<file path="src/rtl/li_pkg.sv">
// rtl/li_pkg.sv - shared types and helpers for the latency-insensitive sender
package li_pkg;

  localparam int STALL_CNT_W = 32;

  typedef logic [STALL_CNT_W-1:0] stall_cnt_t;

  // Buffer depth from address bits without relying on $clog2.
  function automatic int depth_of(input int addr);
    return 1 << addr;
  endfunction

endpackage

</file>
<file path="src/rtl/li_ready_history.sv">
// rtl/li_ready_history.sv - LATENCY-deep delay line of link ready; permit is ready from LATENCY cycles ago
module li_ready_history #(
  parameter int LATENCY = 2
) (
  input  logic clock,
  input  logic reset,
  input  logic i_ready,
  output logic permit
);

  logic [LATENCY-1:0] hist;

  if (LATENCY == 1) begin : g_one
    always_ff @(posedge clock) begin
      if (reset) hist <= '0;
      else       hist <= i_ready;
    end
  end else begin : g_many
    always_ff @(posedge clock) begin
      if (reset) hist <= '0;
      else       hist <= {hist[LATENCY-2:0], i_ready};
    end
  end

  assign permit = hist[LATENCY-1];

endmodule

</file>
<file path="src/rtl/li_sender.sv">
// rtl/li_sender.sv - show-ahead buffered sender onto a ready-latency link
// Optional stall counter built when LI_SENDER_STALL_CNT_EN is defined.
module li_sender
  import li_pkg::*;
#(
  parameter int DATA_WIDTH    = 8,
  parameter int FIFO_ADDR     = 2,
  parameter int READY_LATENCY = 2
) (
  input  logic                   clock,
  input  logic                   reset,
  input  logic [DATA_WIDTH-1:0]  i_data,
  input  logic                   i_valid,
  output logic                   o_ready,
  output logic [DATA_WIDTH-1:0]  o_data,
  output logic                   o_valid,
  input  logic                   i_ready,
  output logic [STALL_CNT_W-1:0] o_stall_count
);

  if (READY_LATENCY < 1) begin : g_bad_latency
    $error("li_sender: READY_LATENCY must be >= 1");
  end
  if (FIFO_ADDR < 1) begin : g_bad_addr
    $error("li_sender: FIFO_ADDR must be >= 1");
  end
  if (DATA_WIDTH < 1) begin : g_bad_width
    $error("li_sender: DATA_WIDTH must be >= 1");
  end

  localparam int             DEPTH   = depth_of(FIFO_ADDR);
  localparam logic [FIFO_ADDR:0] DEPTH_C = (FIFO_ADDR+1)'(DEPTH);

  logic [DATA_WIDTH-1:0] mem [DEPTH];
  logic [FIFO_ADDR-1:0]  head;
  logic [FIFO_ADDR-1:0]  tail;
  logic [FIFO_ADDR:0]    count;
  logic                  permit;
  logic                  enq;
  logic                  deq;

  li_ready_history #(
    .LATENCY (READY_LATENCY)
  ) u_ready_history (
    .clock   (clock),
    .reset   (reset),
    .i_ready (i_ready),
    .permit  (permit)
  );

  // Both handshakes come from registered state, so nothing bypasses i_valid to o_valid.
  assign o_ready = (count < DEPTH_C);
  assign o_valid = permit && (count != '0);
  assign o_data  = mem[head];

  assign enq = i_valid && o_ready;
  assign deq = o_valid;

  always_ff @(posedge clock) begin
    if (enq) mem[tail] <= i_data;
  end

  always_ff @(posedge clock) begin
    if (reset) begin
      head  <= '0;
      tail  <= '0;
      count <= '0;
    end else begin
      if (enq) tail <= tail + 1'b1;
      if (deq) head <= head + 1'b1;
      case ({enq, deq})
        2'b10:   count <= count + 1'b1;
        2'b01:   count <= count - 1'b1;
        default: count <= count;
      endcase
    end
  end

`ifdef LI_SENDER_STALL_CNT_EN
  stall_cnt_t stall_q;

  always_ff @(posedge clock) begin
    if (reset) begin
      stall_q <= '0;
    end else if ((count != '0) && !permit && (stall_q != '1)) begin
      stall_q <= stall_q + 1'b1;
    end
  end

  assign o_stall_count = stall_q;
`else
  assign o_stall_count = '0;
`endif

endmodule

</file>
<file path="config.mk">
export PLATFORM = sky130hd
export DESIGN_NAME = li_sender
export DESIGN_NICKNAME = d
export VERILOG_FILES = /design/src/rtl/li_pkg.sv /design/src/rtl/li_ready_history.sv /design/src/rtl/li_sender.sv
export SDC_FILE = /design/constraint.sdc
export NUM_CORES = 1
export LEC_CHECK = 0
export CAP_MARGIN = 15
export CORE_MARGIN = 2
export CORE_UTILIZATION = 47
export DETAILED_ROUTE_END_ITERATION = 12
export PLACE_DENSITY_LB_ADDON = 0.08
export SYNTH_ARGS = -nofsm -noshare
export SYNTH_HDL_FRONTEND = slang
export SYNTH_SLANG_ARGS = --single-unit
</file>
<file path="constraint.sdc">
create_clock -name clock -period 2 [get_ports clock]
set_input_delay 0.3 -clock clock [delete_from_list [all_inputs] [get_ports clock]]
set_output_delay 0.3 -clock clock [all_outputs]
set_load 0.1 [all_outputs]
</file>
Yosys cells after proc, flatten, opt, wreduce, memory -nomap -nowiden
Memory sizes are Yosys's and may differ from the RTL's. A register that Yosys moved wholly into a read port is not among the register bits.
Cells that the tools add are included.
- RAM bits: 32
- output and inout port bits: 42
- input bits: 12
- memories: 1
- register bits after elaboration: 9
- $lt $le $gt $ge: 1
- add/sub/neg operators: 4
- reduce and logical (&&, ||, !) cells: 4
- mux-type cells: 5
- eq/ne operators: 2
- memories (name ; words ; bits a word ; rd ports ; clocked after Yosys merged registers in ; wr ports ; line ; text):
    mem ; 4 ; 8 ; 1 ; 1 ; 1 ; li_sender.sv:34 ; logic [DATA_WIDTH-1:0] mem [DEPTH];
- operator list (operator ; count):
    case mux 3 bit (2 select lines) ; 1
    adder 2 x 1 -> 2 bit (second input constant) ; 2
    two-way mux 2 bit ; 2
    adder 3 x 1 -> 3 bit (second input constant) ; 1
    less-than comparator 3 bit (second input constant) ; 1
    nonzero test 3 bit ; 1
    subtractor 3 x 1 -> 3 bit (second input constant) ; 1
    equality test 2 x 1 -> 1 bit (second input constant) ; 1
    equality test 2 bit (second input constant) ; 1
    logical AND 1 bit ; 2
    two-way mux 1 bit ; 2
    nonzero test 2 bit ; 1

Depth between registers and ports, before layout
- depth after elaboration: 4
- depth in mapped cells: 9

By module
From an unflattened synthesis, not the netlist that was laid out.
- cell total of the unflattened synthesis: 128
- area, all modules: 1921.8 sq um
- by module, submodules not included (module ; cells an instance ; area an instance (sq um) ; seq. area each (sq um) ; instances):
    li_sender ; 124 ; 1869.3 ; 1141.1 ; 1
    li_ready_history ; 4 ; 52.6 ; 40.0 ; 1

Worst setup path after synthesis
Ideal clock, no wire load.
- path kind: reg-to-reg
- start point: reg count[0]
- end point: reg count[2]
- arrival time: 2.180 ns
- data required time: 1.929 ns
- slack: -0.251 ns
- cell stages (with the launch flop): 8
- path through: dfxtp_1 -> o31a_2 -> ha_1 -> inv_1 -> fa_1 -> xor2_1 -> or3_1 -> a21oi_1
- word-level cells in the longest chain between the ends: 4
- elaborated cells on any way between the ends: 10
- classes of those cells: add/sub: 2; order compare: 1; eq/ne: 2; mux: 1; reduce/logical: 4
- RTL lines (element ; line ; text):
    from (decl) ; li_sender.sv:37 ; logic [FIFO_ADDR:0] count;
    from (signal assigned) ; li_sender.sv:72 ; 2'b10: count <= count + 1'b1;
    from (signal assigned) ; li_sender.sv:73 ; 2'b01: count <= count - 1'b1;
    from (signal assigned) ; li_sender.sv:74 ; default: count <= count;
    nonzero test 3 bit (*) ; li_sender.sv:53 ; assign o_valid = permit && (count != '0);
    logical AND 1 bit (*) ; li_sender.sv:53 ;
    net o_valid ; li_sender.sv:16 ; output logic o_valid,
    equality test 2 x 1 -> 1 bit / equality test 2 bit (equally long branches) ; li_sender.sv:71 ; case ({enq, deq})
    case mux 3 bit (2 select lines) / nonzero test 2 bit (equally long branches) ; -- ;
Mark *: on every way through the listed nets, which the timed path passes. The rest lies on a longest branch.
A chain may end at the register's enable or synchronous reset.

Final worst setup path
- start point: reg count[0]
- end point: reg count[2]
- word-level cells in the longest chain between the ends: 4
- elaborated cells on any way between the ends: 10
- classes of those cells: add/sub: 2; order compare: 1; eq/ne: 2; mux: 1; reduce/logical: 4
- RTL lines (element ; line):
    less-than comparator 3 bit / nonzero test 3 bit (equally long branches) ; li_sender.sv:52, li_sender.sv:53
    logical AND 1 bit, on equally long branches ; li_sender.sv:56, li_sender.sv:53
    equality test 2 x 1 -> 1 bit / equality test 2 bit (equally long branches) ; li_sender.sv:71
    case mux 3 bit (2 select lines) / nonzero test 2 bit (equally long branches) ; --
Parallel ways exist; a longest one is shown, timed or not.

==> impl_results.md <==
* Routed len/inst at 12.73 um
* Status: complete, no violations
* Post-synth EDFFs at 32
* Routed vias/inst at 4.327
* Buf/Inv on CP at 1
* Share of cells above drive strength 1 at 22.98%
* Non-filler cells, final at 211
* Final worst setup slack at 0.1267 ns
* Total global routing overflow at 0
* Clock skew at 0.006840 ns
* CP max FO at 4
* Largest net degree at the start of global routing at 13
* Hold slack at 0.4381 ns
* Crit-path slowest cell: dfxtp_1
* Hold Startpoint: u_ready_history.hist[0]
* Dpl cells at 203
* Hold Path Class: flip-flop to flip-flop
* Post-Place Setup Slack at -0.1670 ns
* Number of global-route vias before repair at 898
* Max Slew Vio Count at 0
* CORE AREA at 0.003971 mm2
* Die Ht at 67.95 um
* Cell count after synthesis at 128
* CTS root buf: clkbuf_8
* ANT cells at 0
* Initial Util at 48.39%
* Max Cap Violations at 0
* Final setup fails at 0
* CTS max path bufs at 2
* Critical path required time at 2.21 ns
* Synth top area cells: edfxtp_1 50%, buf_4 13%, dfxtp_1 11%
* Buffers added on ports at 21
* Hpwl dp at 2046 um
* Total power at 2.219 mW
* Final Hold Vio Count at 0
* Slowest stage delay, CP at 0.42 ns
* Post-cts resize count at 0
* Layout Nets at 178
* Post-synthesis sequential element count at 43
* Top cells by count, synth: 32 x buf_4, 32 x edfxtp_1, 11 x dfxtp_1
* Cells along the critical path: o31a_4, ha_4, inv_1, fa_1, xor2_1, or3_1, a21oi_1
* Yosys cell types at 24
* Pwr/cell area at 963.9 mW/mm2
* Num Clock Sinks at 43
* I/O pin cnt at 54
* DRC Markers at 0
* Synth Flop Type: edfxtp_1
* Top delay family on crit path: adder cells
* Routed WL at 2686 um
* Peak supply drop at 0.0005622 V
* Total CTS buffers at 5
* Crit path launch: count[0]
* CP Class: flip-flop to flip-flop
* Global Route Usage Sum at 13.75%
* CTS tree: done
* Synth top area share at 50.00%
* Cts-stage hold buffer count at 0
* Initial antenna violation count at 0
* Critical Path Sink Type: flip-flop
* Max Clock Freq at 533.8 MHz
* Async set-reset flop share out of synthesis at 0%
* Synth area leader: edfxtp_1
* Pleak at 0.8691 nW
* Area Overhead vs Synth at 19.79%
* First-pass GRT wire length at 4319 um
* Worst-Skew Late Latency at 0.29 ns
* Reg2Reg Launch Point: count[0]
* Worst-path clk slew at 0.07 ns
* Startpoint types: flip-flop
* Placer congestion estimate at 0.6537
* Max H-tree Level at 2
* Core Rows at 23
* Setup bufs post-CTS at 0
* Tmin final at 1.873 ns
* Final period util at 93.66%
* Syn Area/Cell at 15.01 um2
* Die area at 0.004617 mm2
* Sequential element share of the synthesized area at 61.46%
* Remaining antenna violation count at 0
* Crit path DAT at 2.09 ns
* RSZ-0062 raised after global routing: false
* Die width at 67.95 um
* Detailed Routing Iterations Pass 1 at 3
* Vias at 913
* Synth warn at 0
* Synthesized area at 0.001922 mm2
* Starting DRC count in detailed routing at 48
## per-layer routing
layer / part of all wire (%) / track usage, %
met1: 39 / 15.84
met4: 2.2 / 7.500
met3: 6.9 / 5.099
met5: 0 / 0
met2: 52 / 22.21
## registers in the layout, summed over array words and instances, names as in the netlist, named ones only
name                  cells
mem                      32
head                      2
u_ready_history.hist      2
count                     3
tail                      2
## worst register-to-register path: cells and delay by family (launching register included)
family	cells	cell delay (ns)
compound gates	2	0.37
xor+xnor	1	0.15
fa+ha+maj	2	0.51
buf+inv	1	0.04
flops	1	0.42
simple gates	1	0.30
## area by class of cell
cell class | count | area, um2
clock buffers | 6 | 72.57
clock inverters | 2 | 7.507
fillers | 327 | 1669
inverters | 7 | 26.28
multi-input cells | 73 | 585.6
flip-flops and latches | 43 | 1182
well taps | 50 | 62.56
repair buffers | 30 | 365.4
## where the power goes
| group | internal [mW] | leakage [nW] | switching, mW | total [mW] |
|---|---|---|---|---|
| Combinational | 0.170 | 0.445 | 0.515 | 0.685 |
| Sequential | 1.01 | 0.384 | 0.0268 | 1.04 |
| Clock | 0.238 | 0.0403 | 0.256 | 0.494 |
| Total | 1.42 | 0.869 | 0.798 | 2.22 |
## worst paths after layout
path / cells past startpoint / end / slack [ns]
min: 1 / u_ready_history.hist[1] / 0.44
min reg2reg: 1 / u_ready_history.hist[1] / 0.44
max: 7 / count[2] / 0.13
max reg2reg: 7 / count[2] / 0.13
## cell families (layout without fill, tap and decap cells)
| logic type | count (synthesis) | in the layout | share of synthesized area, % |
|---|---|---|---|
| fa+ha+maj | 6 | 6 | 4.297 |
| mux | 9 | 9 | 9.896 |
| xor+xnor | 5 | 5 | 2.670 |
| buf+inv | 43 | 45 | 15.17 |
| other cells | 1 | 32 | 0.1951 |
| compound gates | 5 | 5 | 2.148 |
| simple gates | 16 | 16 | 4.167 |
| flops | 43 | 43 | 61.46 |
## through the flow
step / util (%) / cell area, um2 / TNS [ns]
floorplan: - / 2059 / 0
global placement: 55.95 / 2222 / -0.07681
detailed placement: 55.95 / 2222 / -0.1670
CTS: 57.97 / 2302 / 0
global route: 57.97 / 2302 / 0
finish: 57.97 / 2302 / 0
## placed cells by master, fill, tap and decap left out, types with 2 or more instances in the layout
cell type and count:
mux4_2 8, a21oi_1 2, clkinv_1 2, and2_1 4
buf_4 10, clkdlybuf4s50_1 11, buf_12 9, nor2_1 8
inv_1 7, nor2b_1 3, dfxtp_1 10, clkbuf_8 5
ha_1 4, edfxtp_1 32, conb_1 32, xor2_1 3
Note: power is estimated with default switching activity, not from simulation.
